$ cat src/rtl/regfile_wb_arbiter.sv
// Arbitrates the register file write port between the pipe writeback stage
// and the mdu, with an age counter that bounds mdu starvation.
module regfile_wb_arbiter #(
    parameter int MAX_WAIT = 4
) (
    input  logic        clk,
    input  logic        reset,
    input  logic        pipe_valid,
    output logic        pipe_ready,
    input  logic [4:0]  pipe_reg,
    input  logic [31:0] pipe_data,
    input  logic        mdu_valid,
    output logic        mdu_ready,
    input  logic [4:0]  mdu_reg,
    input  logic [31:0] mdu_data,
    output logic        RegWrite,
    output logic [4:0]  WriteRegister,
    output logic [31:0] WriteData
);

    localparam logic       PIPE_PRI = 1'b0;
    localparam logic       MDU_PRI  = 1'b1;
    localparam logic [7:0] MAX_CNT  = 8'(MAX_WAIT);

    logic        state_q, state_d;
    logic [7:0]  wait_cnt_q, wait_cnt_d;
    logic        we_q, we_d;
    logic [4:0]  wr_q, wr_d;
    logic [31:0] wd_q, wd_d;

    logic mdu_pri;
    logic pipe_xfer;
    logic mdu_xfer;
    logic bump;

    // Reset forces pipe-priority ready rules regardless of the stored state.
    assign mdu_pri    = !reset && (state_q == MDU_PRI);
    assign pipe_ready = mdu_pri ? !mdu_valid : 1'b1;
    assign mdu_ready  = mdu_pri ? 1'b1 : !pipe_valid;

    assign pipe_xfer = pipe_valid && pipe_ready;
    assign mdu_xfer  = mdu_valid && mdu_ready;
    assign bump      = mdu_valid && !mdu_ready && (wait_cnt_q != MAX_CNT);

    always_comb begin
        wait_cnt_d = wait_cnt_q;
        state_d    = state_q;
        we_d       = 1'b0;
        wr_d       = wr_q;
        wd_d       = wd_q;

        if (!mdu_valid || mdu_xfer) begin
            wait_cnt_d = 8'd0;
        end else if (bump) begin
            wait_cnt_d = wait_cnt_q + 8'd1;
        end

        case (state_q)
            PIPE_PRI: begin
                if (bump && (wait_cnt_q + 8'd1 == MAX_CNT)) begin
                    state_d = MDU_PRI;
                end
            end
            default: begin
                if (mdu_xfer || !mdu_valid) begin
                    state_d = PIPE_PRI;
                end
            end
        endcase

        // Register 0 grants are consumed here and never reach the regfile.
        unique case (1'b1)
            pipe_xfer && (pipe_reg != 5'd0): begin
                we_d = 1'b1;
                wr_d = pipe_reg;
                wd_d = pipe_data;
            end
            mdu_xfer && (mdu_reg != 5'd0): begin
                we_d = 1'b1;
                wr_d = mdu_reg;
                wd_d = mdu_data;
            end
            default: ;
        endcase
    end

    always_ff @(posedge clk) begin
        if (reset) begin
            state_q    <= PIPE_PRI;
            wait_cnt_q <= 8'd0;
            we_q       <= 1'b0;
            wr_q       <= 5'd0;
            wd_q       <= 32'd0;
        end else begin
            state_q    <= state_d;
            wait_cnt_q <= wait_cnt_d;
            we_q       <= we_d;
            wr_q       <= wr_d;
            wd_q       <= wd_d;
        end
    end

    // A write landing in a reset cycle is dropped before it reaches the regfile.
    assign RegWrite      = we_q && !reset;
    assign WriteRegister = wr_q;
    assign WriteData     = wd_q;

endmodule

$ cat config.mk
export PLATFORM = sky130hd
export DESIGN_NAME = regfile_wb_arbiter
export DESIGN_NICKNAME = d
export VERILOG_FILES = /design/src/rtl/regfile_wb_arbiter.sv
export SDC_FILE = /design/constraint.sdc
export NUM_CORES = 1
export LEC_CHECK = 0
export CAP_MARGIN = 0
export CELL_PAD_IN_SITES_DETAIL_PLACEMENT = 0
export CELL_PAD_IN_SITES_GLOBAL_PLACEMENT = 2
export CORE_ASPECT_RATIO = 0.8
export CORE_MARGIN = 2
export CORE_UTILIZATION = 23
export DETAILED_ROUTE_END_ITERATION = 12
export PLACE_DENSITY = 0.95
export SLEW_MARGIN = 20
export SYNTH_ARGS = -nofsm -noshare
export SYNTH_HDL_FRONTEND = slang
export SYNTH_SLANG_ARGS = --single-unit
$ cat constraint.sdc
create_clock -name clk -period 2.3 [get_ports clk]
set_input_delay 0.23 -clock clk [delete_from_list [all_inputs] [get_ports clk]]
set_output_delay 0.23 -clock clk [all_outputs]
set_load 0.02 [all_outputs]
==> flow_summary_export.csv <==
group,metric,value,unit
power_and_ir_drop,internal_power,0.00155,W
yosys,syn_nets,345,
power_and_ir_drop,vdd_drop_max,0.255,mV
floorplanning,core,9570,µm²
global_route,grt_max_degree,40,
setup_path,criticalPathCategory,"in2out",
setup_path,critical_path.startpoint,"mdu_valid",
power_and_ir_drop,switching_share,26.3,%
global_route,grt_pass1_vias,2342,
yosys,yosysWarningCount,0,
min_path,hold_start,"wait_cnt_q[7]",
cells_and_area,fin_nets,453,
setup_path,crit_family,"buffers and inverters",
yosys,muxShareOfSynthArea,0.445,%
yosys,synth-compound-area-share,21.4,%
sta,rsz0062_at_grt,"false",
setup_path,crit_slowest_cell,"clkdlybuf4s50_1",
yosys,netlist_instances,265,
routing,first_pass_iters,6,
placed_design,dp_hpwl,5150,µm
power_and_ir_drop,powerDensity,568,nW/µm²
cells_and_area,drive_gt1_share,7.49,%
routing,drt_iter0_markers,96,
floorplanning,io_pins,118,
yosys,synth.distinct_cells,35,
floorplanning,die_area,10600,µm²
clocking,cts_setup_buffers,0,
placed_design,gp_congestion,0.734,
clocking,numCtsBuffers,5,
power_and_ir_drop,clock_power_share,33.1,%
clocking,hold_buffers,0,
cells_and_area,diodes,0,
setup_path,crit_top_cell,"clkdlybuf4s50_1",
setup_path,path_cells,"clkdlybuf4s50_1, nand3b_1, clkdlybuf4s50_1",
power_and_ir_drop,p_comb_share,24.1,%
sta,fin_crit,1.90,ns
sta,max_slew_margin,67.5,%
sta,timing.fmax,526,MHz
setup_path,crit_path_max_incr_delay,0.68,ns
global_route,globalRouteTotalUtil,14.1,%
floorplanning,die-height,92.4,µm
clocking,root_buffer,"clkbuf_16",
yosys,netlist_area,2250,µm²
routing,vias_per_cell,4.86,
clocking,cts_tree,"yes",
yosys,synth_xor_area_share,2.34,%
routing,routedWlPerCell,15.2,µm
global_route,antenna_found_initial,0,
clocking,h-tree-depth,2,
setup_path,worst-path-buf-inv,2,
global_route,grt_pass1_wl,11900,µm
setup_path,end_kind,"output port",
yosys,synth_adder_area_share,1.11,%
cells_and_area,stdcell_count,493,
min_path,hp-class,"reg2reg",
setup_path,r2r_start,"state_q",
sta,finalSetupViolCount,0,
clocking,clock-sinks,47,
sta,hold_viol_final,0,
placed_design,dpl.cell_count,485,
clocking,cts_buffer_depth,2,
clocking,clkSlewWorstSetupHoldPaths,0.06,ns
routing,wirelength,7510,µm
power_and_ir_drop,total_leakage_power,1.29,nW
yosys,synth.ff_latch_count,47,
floorplanning,start_util,23.5,%
placed_design,io_buffers,117,
flow_run,drv_cap,0,
sta,skew,0.00346,ns
sta,tns,0,ns
sta,worst_pin_slew,0.487,ns
floorplanning,die_w,115,µm
floorplanning,rows,32,
setup_path,critPathLaunchType,"primary input",
yosys,yosys.area.top_type,"dfxtp_1",
yosys,syn_area_per_cell,8.48,µm²
yosys,synth_top_family_by_area,"simple AND/OR/NAND/NOR gates",
routing,num_vias,2397,
sta,finalCritPeriodShare,82.7,%
setup_path,cp_data_required_time,2.07,ns
setup_path,arrival,1.67,ns
power_and_ir_drop,pwr-share-seq,42.7,%
power_and_ir_drop,switching_power,0.000553,W
run_status,outcome,"finished, final reports clean",
setup_path,cp_max_fo,7,
routing,antenna_left,0,
yosys,yosysSeqAreaShare,41.8,%
clocking,clk_latency,0.28,ns
clocking,post_cts_resize_count,0,
yosys,yosys.area_share.simple,25.8,%
global_route,overflow,0,
cells_and_area,syn2layout_area_growth,64.3,%
routing,drc_errors,0,
yosys,synth_top_area_share,41.8,%
sta,finalMaxSlewViolations,0,
yosys,synth.top_cells.by_area,"dfxtp_1 42%, nand2_1 11%, a311oi_1 8.6%",
==> worst register-to-register path, cell delays in order (launching register included) <==
cell,delay [ns]
dfxtp_1,0.32
nand2b_1,0.10
a21o_1,0.36
buf_4,0.43
nor3_1,0.10
a311oi_1,0.27
==> area by class of cell <==
| cell class | instances | area (µm²) |
|---|---|---|
| Clock buffer | 7 | 133 |
| Timing Repair Buffer | 125 | 1280 |
| Tap cell | 119 | 149 |
| Fill cell | 955 | 5870 |
| Sequential cell | 47 | 941 |
| Inverter | 7 | 26.3 |
| Multi-Input combinational cell | 187 | 1160 |
| Clock inverter | 1 | 5.00 |
==> state kept, by name, indices dropped and copies added (netlist names) <==
| signal | flops |
|---|---|
| WriteRegister | 5 |
| WriteData | 32 |
| state_q | 1 |
| we_q | 1 |
| wait_cnt_q | 8 |
==> Yosys cell counts (all sizes together) <==
cell and n:
nand2b 2, nor2 9, clkbuf 10, buf 14, nand2 66, o21ai 1, nor4 2, nor2b 1
o31ai 4, ha 2, mux2i 1, a311oi 32, inv 7, nand3b 1, xnor2 2, or4 3
nand3 4, xor2 4, nor3 33, nor4b 1, a32oi 4, o211ai 2, or2 1, a21oi 6
nand4bb 1, o211a 1, dfxtp 47, and3 2, and4b 1, a21o 1
==> stage by stage <==
step	hold WS (ns)	worst slack [ns]	instance area (µm²)	power [W]	util (%)
CTS	0.488	0.414	3690	0.00214	38.6
global placement	0.471	0.226	3560	0.00142	37.2
finish	0.483	0.397	3690	0.00210	38.6
floorplan	0.398	0.723	2250	0.00113	-
detailed placement	0.469	0.150	3560	0.00143	37.2
global route	0.506	0.344	3690	0.00221	38.6
==> placed cells by master, fill, tap and decap left out, types with 2 or more instances in the layout <==
master | netlist | layout
clkdlybuf4s50_1 | 0 | 116
nand2_1 | 66 | 66
dfxtp_1 | 47 | 47
nor3_1 | 33 | 33
a311oi_1 | 22 | 22
a311oi_2 | 10 | 10
nor2_1 | 9 | 8
inv_1 | 7 | 7
a21oi_1 | 6 | 6
clkbuf_16 | 0 | 5
nand3_1 | 4 | 4
xor2_1 | 4 | 4
a32oi_1 | 4 | 4
o31ai_1 | 4 | 4
buf_4 | 5 | 4
buf_12 | 0 | 4
nand2b_1 | 2 | 2
or4_1 | 2 | 2
nor4_1 | 2 | 2
and3_1 | 2 | 2
xnor2_1 | 2 | 2
ha_1 | 2 | 2
clkbuf_1 | 10 | 2
==> per-layer routing <==
layer	share of wire [%]	up-vias	GRT usage [%]
met5	0	-	0
met4	0.32	0	2.74
met3	8.5	2	4.78
met2	46	89	23.2
met1	45	1131	18.0
li1	-	1175	-
==> power groups by stage <==
stage	Clock, W	Combinational (W)	Sequential [W]
finish	0.000696	0.000507	0.000897
global route	0.000764	0.000545	0.000904
CTS	0.000731	0.000513	0.000898
detailed placement	0	0.000510	0.000915
global placement	0	0.000505	0.000915
floorplan	0	0.000157	0.000975
==> cells by family (layout without fill, tap and decap cells) <==
logic type / after synthesis / in the layout
flip-flops: 47 / 47
XOR/XNOR: 6 / 6
buffers and inverters: 31 / 140
AO/OA/AOI/OAI: 51 / 51
adder cells (fa/ha/maj): 2 / 2
AND/OR/NAND/NOR: 127 / 127
multiplexers: 1 / 1
==> path summary, 6_finish.rpt <==
kind                  end  slack, ns  depth (start not counted)
max            pipe_ready       0.40                          3
min               state_q       0.48                          1
max reg2reg  WriteData[8]       0.63                          5
min reg2reg       state_q       0.48                          1
Note: power is estimated with default switching activity, not from simulation.
